$ cat config.mk
export PLATFORM = sky130hd
export DESIGN_NAME = regfile_wb_arbiter_flat
export DESIGN_NICKNAME = d
export VERILOG_FILES = /design/src/rtl/regfile_wb_arbiter_if.sv /design/src/rtl/regfile_wb_arbiter.sv /design/src/flat_wrapper.sv
export SDC_FILE = /design/constraint.sdc
export NUM_CORES = 1
export LEC_CHECK = 0
export BUFFER_PORTS_ARGS = -buffer_cell sky130_fd_sc_hd__buf_2
export CAP_MARGIN = 20
export CORE_MARGIN = 3
export CORE_UTILIZATION = 49
export CTS_CLUSTER_DIAMETER = 50
export CTS_CLUSTER_SIZE = 24
export DETAILED_ROUTE_END_ITERATION = 10
export GPL_ROUTABILITY_DRIVEN = 0
export GPL_TIMING_DRIVEN = 0
export PLACE_DENSITY = 0.82
export RECOVER_POWER = 50
export REMOVE_ABC_BUFFERS = 1
export SLEW_MARGIN = 25
export SYNTH_ARGS = -nofsm -noshare
export SYNTH_HDL_FRONTEND = slang
export SYNTH_SLANG_ARGS = --single-unit
$ cat constraint.sdc
create_clock -name clk -period 3.2 [get_ports clk]
set_input_delay 0.16 -clock clk [delete_from_list [all_inputs] [get_ports clk]]
set_output_delay 0.16 -clock clk [all_outputs]
set_load 0.01 [all_outputs]
$ cat src/rtl/regfile_wb_arbiter_if.sv
// rtl/regfile_wb_arbiter_if.sv - writeback requester, register-file write and hazard query signals
interface regfile_wb_arbiter_if #(
  parameter int NREQ = 3
);
  logic [NREQ-1:0]      req_valid;
  logic [5*NREQ-1:0]    req_addr;
  logic [32*NREQ-1:0]   req_data;
  logic [NREQ-1:0]      req_ready;
  logic                 rf_we;
  logic [4:0]           rf_wa;
  logic [31:0]          rf_wd;
  logic                 issue_valid;
  logic [4:0]           issue_rd;
  logic                 issue_ready;
  logic [4:0]           ra_a;
  logic [4:0]           ra_b;
  logic                 busy_a;
  logic                 busy_b;
  logic                 fwd_hit_a;
  logic                 fwd_hit_b;
  logic [31:0]          fwd_data;

  modport master (
    output req_valid, req_addr, req_data, issue_valid, issue_rd, ra_a, ra_b,
    input  req_ready, rf_we, rf_wa, rf_wd, issue_ready, busy_a, busy_b,
           fwd_hit_a, fwd_hit_b, fwd_data
  );

  modport slave (
    input  req_valid, req_addr, req_data, issue_valid, issue_rd, ra_a, ra_b,
    output req_ready, rf_we, rf_wa, rf_wd, issue_ready, busy_a, busy_b,
           fwd_hit_a, fwd_hit_b, fwd_data
  );
endinterface

$ cat src/rtl/regfile_wb_arbiter.sv
// rtl/regfile_wb_arbiter.sv - round-robin register-file writeback arbiter with pending-write scoreboard
// Define WB_FORWARD_EN to forward the in-flight write; otherwise busy clears one cycle later.
module regfile_wb_arbiter #(
  parameter int NREQ = 3
) (
  input  logic                 clk,
  input  logic                 rst_n,
  regfile_wb_arbiter_if.slave  bus
);
  localparam int PW = (NREQ > 1) ? $clog2(NREQ) : 1;
  typedef logic [PW-1:0] ptr_t;

  ptr_t        rr_ptr_q, rr_ptr_d;
  ptr_t        win_idx, scan_idx;
  logic        xfer;
  logic [NREQ-1:0] grant;
  logic [4:0]  win_addr;
  logic [31:0] win_data;
  logic [4:0]  addr_arr [NREQ];
  logic [31:0] data_arr [NREQ];

  logic        rf_we_q, rf_we_d;
  logic [4:0]  rf_wa_q, rf_wa_d;
  logic [31:0] rf_wd_q, rf_wd_d;
  logic [31:0] busy_q, busy_d, set_vec, clr_vec;
  logic        issue_ready;

  for (genvar g = 0; g < NREQ; g++) begin : g_unpack
    assign addr_arr[g] = bus.req_addr[5*g +: 5];
    assign data_arr[g] = bus.req_data[32*g +: 32];
  end

  // First asserted requester at or above rr_ptr, wrapping modulo NREQ.
  always_comb begin
    grant    = '0;
    xfer     = 1'b0;
    win_idx  = '0;
    scan_idx = '0;
    for (int k = 0; k < NREQ; k++) begin
      scan_idx = ptr_t'((int'(rr_ptr_q) + k) % NREQ);
      if (!xfer && bus.req_valid[scan_idx]) begin
        xfer    = 1'b1;
        win_idx = scan_idx;
      end
    end
    if (xfer) grant[win_idx] = 1'b1;
  end

  assign win_addr = addr_arr[win_idx];
  assign win_data = data_arr[win_idx];

  always_comb begin
    rr_ptr_d = rr_ptr_q;
    if (xfer) rr_ptr_d = (int'(win_idx) == NREQ - 1) ? ptr_t'(0) : win_idx + ptr_t'(1);
    rf_we_d = xfer && (win_addr != 5'd0);
    rf_wa_d = xfer ? win_addr : rf_wa_q;
    rf_wd_d = xfer ? win_data : rf_wd_q;
  end

  assign issue_ready = (bus.issue_rd == 5'd0) || !busy_q[bus.issue_rd];

  // Set is OR-ed after the clear so a same-edge reservation survives.
  always_comb begin
    set_vec = '0;
    clr_vec = '0;
    if (bus.issue_valid && issue_ready && (bus.issue_rd != 5'd0)) set_vec[bus.issue_rd] = 1'b1;
`ifdef WB_FORWARD_EN
    if (xfer && (win_addr != 5'd0)) clr_vec[win_addr] = 1'b1;
`else
    if (rf_we_q) clr_vec[rf_wa_q] = 1'b1;
`endif
    busy_d = (busy_q & ~clr_vec) | set_vec;
  end

  always_ff @(posedge clk or negedge rst_n) begin
    if (!rst_n) begin
      rr_ptr_q <= '0;
      rf_we_q  <= 1'b0;
      rf_wa_q  <= '0;
      rf_wd_q  <= '0;
      busy_q   <= '0;
    end else begin
      rr_ptr_q <= rr_ptr_d;
      rf_we_q  <= rf_we_d;
      rf_wa_q  <= rf_wa_d;
      rf_wd_q  <= rf_wd_d;
      busy_q   <= busy_d;
    end
  end

  assign bus.req_ready   = grant;
  assign bus.rf_we       = rf_we_q;
  assign bus.rf_wa       = rf_wa_q;
  assign bus.rf_wd       = rf_wd_q;
  assign bus.issue_ready = issue_ready;
  assign bus.busy_a      = (bus.ra_a != 5'd0) && busy_q[bus.ra_a];
  assign bus.busy_b      = (bus.ra_b != 5'd0) && busy_q[bus.ra_b];

`ifdef WB_FORWARD_EN
  assign bus.fwd_hit_a = rf_we_q && (rf_wa_q == bus.ra_a) && (bus.ra_a != 5'd0);
  assign bus.fwd_hit_b = rf_we_q && (rf_wa_q == bus.ra_b) && (bus.ra_b != 5'd0);
  assign bus.fwd_data  = rf_wd_q;
`else
  assign bus.fwd_hit_a = 1'b0;
  assign bus.fwd_hit_b = 1'b0;
  assign bus.fwd_data  = 32'd0;
`endif
endmodule
$ cat src/flat_wrapper.sv
// flat-port wrapper written by rule: the top's interface ports become plain ports
module regfile_wb_arbiter_flat 
#(
  parameter int NREQ = 3
)
  (clk, rst_n, bus_req_valid, bus_req_addr, bus_req_data, bus_issue_valid, bus_issue_rd, bus_ra_a, bus_ra_b, bus_req_ready, bus_rf_we, bus_rf_wa, bus_rf_wd, bus_issue_ready, bus_busy_a, bus_busy_b, bus_fwd_hit_a, bus_fwd_hit_b, bus_fwd_data);
  regfile_wb_arbiter_if #(.NREQ(NREQ)) bus_i ();
  input  logic clk;
  input  logic rst_n;
  input wire logic [$bits(bus_i.req_valid)-1:0] bus_req_valid;
  input wire logic [$bits(bus_i.req_addr)-1:0] bus_req_addr;
  input wire logic [$bits(bus_i.req_data)-1:0] bus_req_data;
  input wire logic [$bits(bus_i.issue_valid)-1:0] bus_issue_valid;
  input wire logic [$bits(bus_i.issue_rd)-1:0] bus_issue_rd;
  input wire logic [$bits(bus_i.ra_a)-1:0] bus_ra_a;
  input wire logic [$bits(bus_i.ra_b)-1:0] bus_ra_b;
  output wire logic [$bits(bus_i.req_ready)-1:0] bus_req_ready;
  output wire logic [$bits(bus_i.rf_we)-1:0] bus_rf_we;
  output wire logic [$bits(bus_i.rf_wa)-1:0] bus_rf_wa;
  output wire logic [$bits(bus_i.rf_wd)-1:0] bus_rf_wd;
  output wire logic [$bits(bus_i.issue_ready)-1:0] bus_issue_ready;
  output wire logic [$bits(bus_i.busy_a)-1:0] bus_busy_a;
  output wire logic [$bits(bus_i.busy_b)-1:0] bus_busy_b;
  output wire logic [$bits(bus_i.fwd_hit_a)-1:0] bus_fwd_hit_a;
  output wire logic [$bits(bus_i.fwd_hit_b)-1:0] bus_fwd_hit_b;
  output wire logic [$bits(bus_i.fwd_data)-1:0] bus_fwd_data;
  assign bus_i.req_valid = bus_req_valid;
  assign bus_i.req_addr = bus_req_addr;
  assign bus_i.req_data = bus_req_data;
  assign bus_i.issue_valid = bus_issue_valid;
  assign bus_i.issue_rd = bus_issue_rd;
  assign bus_i.ra_a = bus_ra_a;
  assign bus_i.ra_b = bus_ra_b;
  assign bus_req_ready = bus_i.req_ready;
  assign bus_rf_we = bus_i.rf_we;
  assign bus_rf_wa = bus_i.rf_wa;
  assign bus_rf_wd = bus_i.rf_wd;
  assign bus_issue_ready = bus_i.issue_ready;
  assign bus_busy_a = bus_i.busy_a;
  assign bus_busy_b = bus_i.busy_b;
  assign bus_fwd_hit_a = bus_i.fwd_hit_a;
  assign bus_fwd_hit_b = bus_i.fwd_hit_b;
  assign bus_fwd_data = bus_i.fwd_data;
  regfile_wb_arbiter #(.NREQ(NREQ)) u_core (.clk(clk), .rst_n(rst_n), .bus(bus_i));
endmodule
[Yosys cells after proc, flatten, opt, wreduce, memory -nomap -nowiden]
Index checks and enable logic that the tools add are counted.
Cells by class
  mux-type cells: 34
  bitwise logic cells: 4
  divide/modulo/power cells: 3
  add/subtract/negate cells: 3
  $lt $le $gt $ge: 12
  reduce and logical (&&, ||, !) cells: 19
  eq/ne operators: 1
Operators with widths (count)
  2-to-1 mux 32 bit: 4
  binary-select mux 32 bit (select 2 bit): 1
  modulo 32 x 3 -> 32 bit (second input constant): 2
  bitwise AND 32 bit: 1
  modulo 3 x 3 -> 32 bit (second input constant): 1
  NOT 32 bit: 1
  OR 32 bit: 1
  < comparator 5 x 6 -> 1 bit (second input constant): 4
  nonzero test 5 bit: 4
  binary-select mux 1 bit (select 5 bit): 3
  < comparator 2 x 3 -> 1 bit (second input constant): 4
  2-to-1 mux 1 bit: 12
  binary-select mux 5 bit (select 2 bit): 1
  demux 1 bit (select 5 bit): 2
  >= comparator 5 x 1 -> 1 bit (second input constant): 2
  logical AND 1 bit: 10
  2-to-1 mux 5 bit: 2
  2-to-1 mux 2 bit: 4
  binary-select mux 1 bit (select 2 bit): 3
  zero test 5 bit: 1
  adder 2 x 1 -> 3 bit (second input constant): 1
  adder 2 x 2 -> 3 bit (second input constant): 1
  >= comparator 3 bit (second input constant): 1
  zero test 1 bit: 3
  7 further kinds: 7
Word-level totals
  input port bits: 132
  logic and storage cells: 81
  flip-flop bits (word level): 72
  output and inout port bits: 78

[Logic depth before layout (Yosys ltp)]
  depth after elaboration: 16
  mapped depth: 12
  depth with buffers taken out: 9

[Worst setup path after synthesis]
OpenSTA, ideal clock, no wires.
  path kind: register -> register
  start point: reg u_core.rr_ptr_q[0]
  end point: reg u_core.rf_we_q, in the netlist u_core.bus.rf_we
  required time: 3.055 ns
  slack: 0.687 ns
  setup time: 0.145 ns
  period minus slack after synthesis: 2.513 ns
  arrival time: 2.367 ns
  cell stages (with the launch flop): 12
  path through: dfrtp_1 -> inv_1 -> ha_1 -> clkbuf_1 -> o31ai_1 -> o21ai_0 -> and2_1 -> clkbuf_1 -> buf_2 -> mux2_2 -> mux2i_1 -> a41oi_1
Between the ends
  word-level cells in the longest chain between the ends: 16
  elaborated cells on any way between the ends: 27
  classes of those cells: 2 x add/sub; 3 x div; 15 x mux; 1 x bitwise; 6 x reduce/logical
RTL lines
  start: declaration: line regfile_wb_arbiter.sv:13  | ptr_t rr_ptr_q, rr_ptr_d;
  start signal: assignment: line regfile_wb_arbiter.sv:83  | rr_ptr_q <= rr_ptr_d;
  branches (longest 15 deep; another with modulo 32 x 3 -> 32 bit)
  logical AND 1 bit (*): line regfile_wb_arbiter.sv:55  | rf_we_d = xfer && (win_addr != 5'd0);
  net u_core.rf_we_d: line regfile_wb_arbiter.sv:22  | logic rf_we_q, rf_we_d;
  end signal: assignment: line regfile_wb_arbiter.sv:84  | rf_we_q <= rf_we_d;
  end: declaration: line regfile_wb_arbiter.sv:22
Mark *: on every way through the listed nets, which the timed path passes. The select of a mux whose other input is x is not followed.
A chain may end at the register's enable or synchronous reset.

[Worst setup path in the final report]
Same ends and word-level chain as after synthesis.

==> metrics.yaml <==
run_status:
  outcome: "finished with violations"
  violations: "max-capacitance violations, max-slew violations"
clocking:
  cts_setup_buffers: 0
  cts_root_buf: "clkbuf_8"
  cts_made_buffers: 9
  cts_sinks: 72
  htreeDepth: 3
  clk_latency_ns: 0.35
  clkTransAtPathRegs_ns: 0.08
  clockBufferDepth: 2
  cts_tree: "built"
floorplanning:
  initial_core_util: 0.513
  fp.dieH_um: 105
  die_area_mm2: 0.0111
  io_pins: 210
  die_w_um: 105
  coreArea_mm2: 0.00942
  rows: 35
min_path:
  min_to: "u_core.bus.rf_wd[12]"
  hold_class: "input port to flip-flop"
  whs_path_depth: 2
  hold_path_startpoint: "bus_req_data[44]"
yosys:
  synthesis.area_mm2: 0.00483
  synth_seq_cells: 72
  synth_fa_ha_area_frac: 0.0104
  synth_top_family_by_area: "multiplexers"
  synth-main-ff-cell: "dfrtp_1"
  synthDistinctLibCells: 41
  yosysSeqAreaShare: 0.373
  syn_inst: 482
  synth-edff-count: 0
  synth_simple_gate_area_frac: 0.113
  avgSynthCellArea_um2: 10.0
  ys_warn_count: 0
  synth_mux_area_frac: 0.213
  synth_compound_area_frac: 0.203
  synthArstFlopShare: 1.00
  synth_xor_area_frac: 0
setup_path:
  critical_path_class: "flip-flop to flip-flop"
  cpMaxStageDelayCell: "and2_4"
  critPathLaunchType: "flip-flop"
  arrival_ns: 3.10
  cp_top_family: "compound AO/OA/AOI/OAI gates"
  crit_path_end_kind: "flip-flop"
  path_buf_inv: 1
  rr_startpoint: "u_core.rr_ptr_q[0]"
  crit_chain: "inv_1, ha_1, a22oi_1, o221ai_1, and2_4, o211ai_1, a221oi_1, a41oi_1"
  timing.rr.end: "u_core.bus.rf_we"
  critPathMaxFanout: 68
  crit_path_max_incr_delay_ns: 0.62
  reg2reg_slack_ns: 0.31
  reg2reg_depth: 8
  cp.required_ns: 3.41
route:
  antenna_left: 0
  viasPerCell: 5.77
  drc: 0
  drt_wl_total_mm: 14.0
  drt-pass1-iter-count: 5
  drt_iter0_drc: 356
  routedWlPerCell_um: 18.0
  vias: 4474
final_layout:
  finish.utilization: 0.623
  syn_to_final_growth_pct: 21.5
  stdcell_count: 776
  final_nets: 778
  fillerInstances: 811
  drive_gt1_frac: 0.342
placed_design:
  place_ws_ns: 0.222
  portBuffers: 175
  place_inst: 759
  hpwl_mm: 10.7
timing:
  setup_ws_ns: 0.305
  hold_violations: 0
  period_needed_ns: 2.89
  slew_violations: 37
  rsz0062_at_grt: "no"
  fin_skew_ns: 0.0114
  slew_headroom: -0.300
  setup_violations: 0
  tightest_slew_ns: 1.95
  finalCritPeriodShare: 0.905
  timing.fmax_ghz: 0.345
power:
  static-leakage-power_nw: 2.87
  p_per_area_mw_per_mm2: 1060
  ir_drop_mv: 0.647
global_routing:
  grt_pass1_wl_mm: 21.8
  grtUsageTotal: 0.248
  grt_overflow: 0
  first_global_vias: 4392
  grt_max_degree: 69
  antenna_found_initial: 1
run:
  drv_cap: 1
==> sequential cells by signal, summed over array words and instances (netlist names) <==
signal / count
u_core.bus.rf_we: 1
u_core.rr_ptr_q: 2
u_core.busy_q: 32
u_core.bus.rf_wd: 32
u_core.bus.rf_wa: 5
==> power by group <==
part	switching (mW)	internal (mW)
clock network	0.341	0.353
registers	0.422	1.41
logic	1.98	1.72
total	2.74	3.48
==> worst max path at each step <==
stage / from / end / slack, ns / cells past startpoint
3_3_place_gp: u_core.rr_ptr_q[1] / u_core.bus.rf_wa[0] / -4.46 / 7
6_report: u_core.rr_ptr_q[0] / u_core.bus.rf_we / 0.31 / 8
4_1_cts: u_core.rr_ptr_q[1] / u_core.bus.rf_we / 0.21 / 10
3_5_place_dp: u_core.rr_ptr_q[1] / u_core.bus.rf_we / 0.22 / 10
2_1_floorplan: u_core.rr_ptr_q[1] / u_core.bus.rf_wa[0] / -2.59 / 7
5_1_grt: rst_n / u_core.busy_q[14] / 0.04 / 3
==> cells in the final DEF, fill, tap and decap left out, types with 4 or more instances in the layout <==
| master | netlist | final |
|---|---|---|
| nor2_1 | 37 | 37 |
| and2_1 | 6 | 4 |
| nand3_1 | 10 | 10 |
| nand2b_1 | 5 | 5 |
| or3_1 | 4 | 4 |
| dfrtp_1 | 72 | 72 |
| o21ai_0 | 69 | 69 |
| mux4_2 | 26 | 26 |
| a21o_1 | 31 | 31 |
| buf_2 | 6 | 152 |
| a211oi_1 | 29 | 29 |
| nand3b_1 | 12 | 12 |
| clkbuf_1 | 28 | 23 |
| a21oi_1 | 5 | 5 |
| or3b_2 | 4 | 4 |
| conb_1 | 1 | 34 |
| clkbuf_8 | 0 | 9 |
| inv_1 | 6 | 6 |
| nand2_1 | 20 | 20 |
| mux2i_1 | 35 | 35 |
| mux2_2 | 8 | 8 |
| buf_4 | 35 | 5 |
==> cells in the mapped netlist, types with 3 or more instances <==
| master | number | area [um^2] |
|---|---|---|
| dfrtp_1 | 72 | 1800 |
| o21ai_0 | 69 | 345 |
| nor2_1 | 37 | 139 |
| buf_4 | 35 | 263 |
| mux2i_1 | 35 | 350 |
| a21o_1 | 31 | 233 |
| a211oi_1 | 29 | 218 |
| clkbuf_1 | 28 | 105 |
| mux4_2 | 26 | 586 |
| nand2_1 | 20 | 75.1 |
| nand3b_1 | 12 | 90.1 |
| nand3_1 | 10 | 50.1 |
| mux2_2 | 8 | 90.1 |
| and2_1 | 6 | 37.5 |
| buf_2 | 6 | 30.0 |
| inv_1 | 6 | 22.5 |
| a21oi_1 | 5 | 25.0 |
| nand2b_1 | 5 | 31.3 |
| ha_1 | 4 | 50.1 |
| or3_1 | 4 | 25.0 |
| or3b_2 | 4 | 35.0 |
| a221o_1 | 3 | 30.0 |
| nor2b_1 | 3 | 18.8 |
| o31ai_1 | 3 | 22.5 |
==> through the flow <==
| stage | hold WS (ns) | setup TNS [ns] | area [um^2] | power [mW] |
|---|---|---|---|---|
| final | 0.0458 | 0 | 5860 | 6.22 |
| after global routing | 0.0347 | 0 | 5860 | 6.69 |
| after CTS | 0.0270 | 0 | 5900 | 6.23 |
| after detailed placement | 0.151 | 0 | 5700 | 5.53 |
| after global placement | 0.401 | -162.51 | 5590 | 5.06 |
| after floorplan | -0.136 | -92.70 | 4550 | 4.23 |
==> cells by family (layout without fill, tap and decap cells) <==
| kind of cell | count (synthesis) | count (layout) |
|---|---|---|
| buffers and inverters | 75 | 206 |
| adder cells (fa/ha/maj) | 4 | 4 |
| other | 1 | 35 |
| multiplexers | 69 | 69 |
| flip-flops | 72 | 72 |
| AO/OA/AOI/OAI | 154 | 154 |
| AND/OR/NAND/NOR | 107 | 107 |
==> layer usage <==
metal,global-route usage,vias up,part of all wire
met5,0,-,0
met3,0.0465,27,0.094
li1,-,2043,-
met2,0.442,269,0.51
met4,0.0862,0,0.023
met1,0.298,2135,0.37
==> cell type report <==
type                            instances  area [um^2]  area share
Multi-Input combinational cell        368         2750       0.469
Sequential cell                        72         1800       0.307
Clock buffer                            9          124      0.0211
Inverter                                6         22.5     0.00384
Antenna cell                            1         2.50    0.000427
Clock inverter                          6         61.3      0.0105
Tap cell                              129          161      0.0275
Timing Repair Buffer                  185          942       0.161
==> repair_timing <==
action	4_1_cts	5_1_grt
setup endpoints to repair	0	8
endpoints found under the hold margin	35	0
hold buffers	1	0
resized for setup	0	3
(Power assumes the default switching activity.)
